### config.mk
export PLATFORM = sky130hd
export DESIGN_NAME = counter_gate_ctrl
export DESIGN_NICKNAME = d
export VERILOG_FILES = /design/src/rtl/counter_gate_ctrl.sv
export SDC_FILE = /design/constraint.sdc
export NUM_CORES = 1
export LEC_CHECK = 0
export BUFFER_PORTS_ARGS = -buffer_cell sky130_fd_sc_hd__buf_2
export CORE_ASPECT_RATIO = 1.1
export CORE_MARGIN = 5
export CORE_UTILIZATION = 55
export CTS_BUF_LIST = sky130_fd_sc_hd__clkbuf_4
export CTS_CLUSTER_DIAMETER = 40
export DETAILED_ROUTE_END_ITERATION = 8
export PLACE_DENSITY_LB_ADDON = 0.12
export RECOVER_POWER = 100
export SYNTH_ARGS = -nofsm -noshare
export SYNTH_HDL_FRONTEND = slang
export SYNTH_SLANG_ARGS = --single-unit
### constraint.sdc
create_clock -name clock_i -period 2.4 [get_ports clock_i]
set_clock_uncertainty 0.1 [all_clocks]
set_input_delay 0.48 -clock clock_i [delete_from_list [all_inputs] [get_ports clock_i]]
set_output_delay 0.48 -clock clock_i [all_outputs]
set_load 0.005 [all_outputs]
### src/rtl/counter_gate_ctrl.sv
// Gated measurement sequencer for a prescaled event counter: clears the counter,
// opens a gate window of a programmed length, then captures count and wrap status.
module counter_gate_ctrl #(
   parameter int COUNT_W = 8,
   parameter int GATE_W  = 16
) (
   input  logic               clock_i,
   input  logic               reset_i,
   input  logic               start_i,
   input  logic               abort_i,
   input  logic [GATE_W-1:0]  gate_len_i,
   input  logic               event_i,
   output logic               counter_reset_o,
   output logic               counter_enable_o,
   input  logic [COUNT_W-1:0] counter_count_i,
   output logic [COUNT_W-1:0] result_o,
   output logic               overflow_o,
   output logic               result_valid_o,
   input  logic               result_ready_i,
   output logic               busy_o
);

   typedef enum logic [2:0] {
      IDLE   = 3'd0,
      CLEAR  = 3'd1,
      RUN    = 3'd2,
      SETTLE = 3'd3,
      HOLD   = 3'd4
   } state_t;

   localparam logic [GATE_W-1:0] GATE_ONE = GATE_W'(1);

   state_t             r_state;
   state_t             w_nextState;
   logic [GATE_W-1:0]  r_len;
   logic [GATE_W-1:0]  r_gateCnt;
   logic [COUNT_W-1:0] r_prev;
   logic [COUNT_W-1:0] r_result;
   logic               r_sticky;
   logic               r_overflow;
   logic               r_counterReset;
   logic               w_lastRun;
   logic               w_wrap;

   // The gate counter starts at zero on the first RUN cycle, so RUN lasts exactly r_len cycles.
   assign w_lastRun = (r_gateCnt == (r_len - GATE_ONE));
   assign w_wrap    = (counter_count_i < r_prev);

   always_comb begin
      w_nextState      = r_state;
      counter_enable_o = 1'b0;
      busy_o           = 1'b1;
      result_valid_o   = 1'b0;
      case (r_state)
         IDLE: begin
            busy_o = 1'b0;
            if (start_i) begin
               w_nextState = CLEAR;
            end
         end
         CLEAR: begin
            if (abort_i) begin
               w_nextState = IDLE;
            end else if (r_len != '0) begin
               w_nextState = RUN;
            end else begin
               w_nextState = SETTLE;
            end
         end
         RUN: begin
            counter_enable_o = event_i & ~abort_i;
            if (abort_i) begin
               w_nextState = IDLE;
            end else if (w_lastRun) begin
               w_nextState = SETTLE;
            end
         end
         SETTLE: begin
            w_nextState = abort_i ? IDLE : HOLD;
         end
         HOLD: begin
            result_valid_o = 1'b1;
            if (result_ready_i) begin
               w_nextState = IDLE;
            end
         end
         default: begin
            w_nextState = IDLE;
         end
      endcase
   end

   always_ff @(posedge clock_i) begin
      if (reset_i) begin
         r_state        <= IDLE;
         r_len          <= '0;
         r_gateCnt      <= '0;
         r_prev         <= '0;
         r_result       <= '0;
         r_sticky       <= 1'b0;
         r_overflow     <= 1'b0;
         r_counterReset <= 1'b0;
      end else begin
         r_state        <= w_nextState;
         r_counterReset <= (w_nextState == CLEAR);
         case (r_state)
            IDLE: begin
               if (start_i) begin
                  r_len <= gate_len_i;
               end
            end
            CLEAR: begin
               r_gateCnt <= '0;
               r_prev    <= '0;
               r_sticky  <= 1'b0;
            end
            RUN: begin
               r_gateCnt <= r_gateCnt + GATE_ONE;
               r_prev    <= counter_count_i;
               if (w_wrap) begin
                  r_sticky <= 1'b1;
               end
            end
            SETTLE: begin
               r_prev <= counter_count_i;
               if (w_wrap) begin
                  r_sticky <= 1'b1;
               end
               // A wrap seen on the settle cycle itself must still reach the captured flag.
               if (!abort_i) begin
                  r_result   <= counter_count_i;
                  r_overflow <= r_sticky | w_wrap;
               end
            end
            default: begin
            end
         endcase
      end
   end

   assign counter_reset_o = r_counterReset;
   assign result_o        = r_result;
   assign overflow_o      = r_overflow;

endmodule

-- Word level (Yosys, flattened, before mapping)
Cells that the tools add are included.
- $add $sub $neg: 2
- order comparisons: 1
- eq/ne operators: 7
- multiplexer cells: 15
- bitwise gates (word level): 3
- reduce and logical (&&, ||, !) cells: 8
- operators by type and width (kind ; count):
    $pmux 16 s2 ; 1
    $add 16x1->16 const B ; 1
    $eq 16x16->1 ; 1
    $pmux 8 s2 ; 1
    $reduce_bool 16->1 ; 1
    $sub 16x1->16 const B ; 1
    $mux 3 ; 5
    $pmux 3 s5 ; 1
    $lt 8x8->1 ; 1
    $eq 3x1->1 const B ; 2
    $eq 3x2->1 const B ; 2
    $reduce_and 2->1 ; 3
    $mux 1 ; 5
    $reduce_bool 2->1 ; 2
    $eq 3x3->1 const B ; 1
    $logic_not 3->1 ; 1
    $mux 2 ; 1
    $ne 2x1->1 const B ; 1
    $pmux 1 s2 ; 1
    $reduce_or 2->1 ; 1
    $and 1x1->1 ; 1
    $not 1->1 ; 1
    $or 1x1->1 ; 1
- register bits after elaboration: 54
- input port bits: 30
- output and inout bits: 13
- word-level logic and storage cells: 44

-- Logic depth before layout (Yosys ltp)
- word-level depth: 6
- depth in mapped cells: 9
- mapped depth without buffers: 8

-- Worst setup path after synthesis
Ideal clock, no wire load.
- path kind: register to register
- start: register r_len[2]
- end: register r_state[0]
- library setup time: 0.070 ns
- arrival: 1.952 ns
- required time: 2.230 ns
- slack: 0.279 ns
- cell stages (with the launch flop): 8
- period minus slack after synthesis: 2.121 ns
- path through: dfxtp_1 -> or4_1 -> buf_6 -> nor4_4 -> a31oi_1 -> nor4_2 -> o2111ai_1 -> a21oi_1
- cells in the longest elaborated chain, start to end: 5
- elaborated cells between the ends (all ways): 8
- ends and longest elaborated chain (element ; RTL line ; source):
    start, declared ; 35 ; logic [GATE_W-1:0] r_len;
    start signal, assigned ; 109 ; r_len <= gate_len_i;
    $sub 16x1->16 ; 46 ; assign w_lastRun = (r_gateCnt == (r_len - GATE_ONE));
    $eq 16x16->1 ; 46 ;
    $mux 3 ; 74 ; end else if (w_lastRun) begin
    $mux 3 ; 72 ; if (abort_i) begin
    $pmux 3 s5 * ; 54 ; case (r_state)
    end signal, assigned ; 104 ; r_state <= w_nextState;
    end, declared ; 33 ; state_t r_state;
Every way passes the cells marked *; elsewhere a longest branch is shown, timed or not.
A chain may end at the register's enable or synchronous reset.

-- Worst setup path after layout
- start: register r_len[3]
- end: register r_state[0]
The elaborated chain is that of the path after synthesis.

==> summary.txt <==
Outcome
  – Status: finished, final reports clean

Die
  – Chip height: 87.0 µm
  – Row count: 28
  – # IOs: 43
  – Die width: 80.0 µm
  – Initial core utilization: 56.0%
  – Core Region: 5290 µm²
  – Total die area: 6950 µm²

Drt
  – Avg Vias per Cell: 5.58
  – Remaining antenna violation count: 0
  – Drc violations: 0
  – Via count: 2738
  – First drt pass iteration count: 4
  – Final wirelength: 7000 µm
  – Average routed wire per standard cell: 14.3 µm
  – Detailed router's first-iteration violation count: 140

Setup path
  – CP Class: flip-flop to flip-flop
  – CP arrival: 2400 ps
  – Worst EP required: 2610 ps
  – Setup crit end kind: flip-flop
  – Worst Reg-to-Reg Cells: 6
  – Reg-to-Reg Start: r_len[3]
  – R2R setup slack: 210 ps
  – Crit-path max FO: 8
  – Worst Setup Start Kind: flip-flop
  – RR Endpoint: r_state[0]

Yosys
  – Seq cells post-synth: 54
  – Mapped Area: 2960 µm²
  – Syn nets: 416
  – Mapped Cells: 377
  – Syn_area_per_cell: 7.86 µm²
  – Seq/Total Area, Yosys: 36.5%
  – Synth cell types: 54
  – Ys flop type: dfxtp_1
  – Async S/R FF share, synth: 0%
  – EDFF count, synth: 0
  – Synth warn: 0

Cells and area
  – Nets: 454
  – Layout area overhead: 13.0%
  – Layout cell share with drive strength beyond 1: 17.3%
  – Sequential cell area: 1080 µm²
  – # diodes: 0
  – Most frequent cells in the layout: nand2_1 (64), dfxtp_1 (54), a21oi_1 (41)
  – Fillers: 501
  – Area of the multi-input gates: 1740 µm²
  – Commonest non-fill, non-tap cell in the layout: nand2_1

Clocking
  – Clock Path Buffers: 2
  – Clock transition at path regs: 160 ps
  – Clk root buf: clkbuf_4
  – TritonCTS buffer count: 5
  – CTS sink count: 54
  – Post-CTS Setup Inserts: 0
  – Worst-Skew Late Latency: 370 ps
  – H-tree depth: 2
  – CTS tree: done

Worst hold path
  – WHS Path Cells: 3
  – Worst Hold Endpoint: r_len[12]
  – Hold Path Class: input pin to flip-flop
  – Hold Startpoint: gate_len_i[12]

Run
  – Maxcap violations: 0

Global route
  – Initial antenna violation count: 0
  – Total GRT Usage: 20.9%
  – Vias in the first global route: 2575
  – GRT Residual Overflow: 0
  – First-pass GRT wire length: 11700 µm
  – Largest net degree at the start of global routing: 26

Timing
  – Slew @ Worst Pin: 867 ps
  – Setup_tns: 0 ps
  – Final hold viol count: 0
  – Slew Viols, Final: 0
  – Relative slew slack: 42.2%
  – Unrepaired setup endpoints after global routing: no
  – Final Critical Period: 2190 ps
  – Post-route clock period utilization: 91.3%
  – Fmax: 457 MHz
  – Final worst setup slack: 210 ps
  – Final setup violation count: 0

Power
  – LEAKAGE: 1.27 nW
  – Max VDD drop: 0.000360 V
  – Pwr dens: 527 nW/µm²

Placement
  – Port Buffers: 42
  – RePlAce Congestion: 0.959
  – Detailed placement HPWL: 5330 µm
  – Dpl ws: 67.9 ps
==> synth_stat cells (all sizes together) (4+ instances only) <==
library cell	n	area share [%]
mux2	6	2.3
nor4	6	2.0
xnor2	6	1.8
nand3	10	1.7
nor3	9	1.5
xor2	8	2.4
nand3b	4	1.0
ha	9	3.8
clkbuf	21	2.7
nor2	32	4.1
a22oi	10	2.5
or3	6	1.3
nand2b	11	2.3
a21oi	41	6.9
o31ai	5	1.3
o21ai	7	1.2
or2	4	0.84
inv	14	1.8
dfxtp	54	37
nand2	64	8.1
==> per-layer routing <==
metal / wire, µm / track usage, %
met3: 252 / 3.11
met5: 0 / 0
met4: 85 / 7.07
met1: 3100 / 25.4
met2: 3560 / 37.5
==> worst max path at each step <==
stage / startpoint / end / slack [ps]
finish: r_len[3] / r_state[0] / 210
global placement: r_len[3] / r_state[0] / 190
global route: r_len[3] / r_state[0] / 10
CTS: r_len[3] / r_state[0] / 60
detailed placement: r_len[3] / r_state[0] / 70
floorplan: r_len[2] / r_state[0] / 280
==> flip-flops by register name, summed over array words and instances (netlist names) <==
register	cells
r_len	16
r_state	3
r_gateCnt	16
counter_reset_o	1
overflow_o	1
r_prev	8
r_sticky	1
result_o	8
==> layout make-up <==
type                       instances  share of cell area [%]
timing repair buffer              55                    8.90
inverter                          14                    1.57
clock buffer                       5                    1.12
clock inverter                     3                    1.20
multi-input combinational        285                    52.1
sequential                        54                    32.3
tap                               75                    2.80
==> report_power, final <==
part	internal, mW	total [mW]	switching (mW)
clock	0.217	0.503	0.287
sequential	0.922	0.954	0.0324
combinational	0.137	0.305	0.168
total	1.28	1.76	0.487
==> metrics by stage <==
step / cells / power [mW] / utilization, % / hold WS [ps] / cell area [µm²]
5_1_grt: 491 / 1.85 / 63.3 / 216 / 3350
6_report: 491 / 1.76 / 63.3 / 224 / 3350
3_5_place_dp: 483 / 1.28 / 61.7 / 350 / 3260
4_1_cts: 491 / 1.77 / 63.2 / 221 / 3340
3_3_place_gp: 483 / 1.27 / 61.7 / 341 / 3260
2_1_floorplan: 377 / 1.18 / - / 349 / 2960
==> critical path: stages (launching register included) <==
cell,delay [ps]
dfxtp_1,390
or4_4,610
nor4_4,310
a31oi_1,150
nor4_2,260
o2111ai_1,160
a21oi_1,170
==> timing repair <==
action,CTS,global route
hold buffers,0,0
setup endpoints to repair,0,3
resized for setup,0,3
==> cell families (layout without fill, tap and decap cells) <==
kind of cell / count (synthesis) / after routing / synth area share [%]
flip-flops: 54 / 54 / 36.5
AO/OA/AOI/OAI: 87 / 87 / 18.3
adder cells (fa/ha/maj): 9 / 9 / 3.80
multiplexers: 7 / 7 / 2.62
buffers and inverters: 38 / 77 / 5.11
AND/OR/NAND/NOR: 167 / 167 / 28.8
XOR/XNOR: 15 / 15 / 4.90
(Power assumes the default switching activity.)
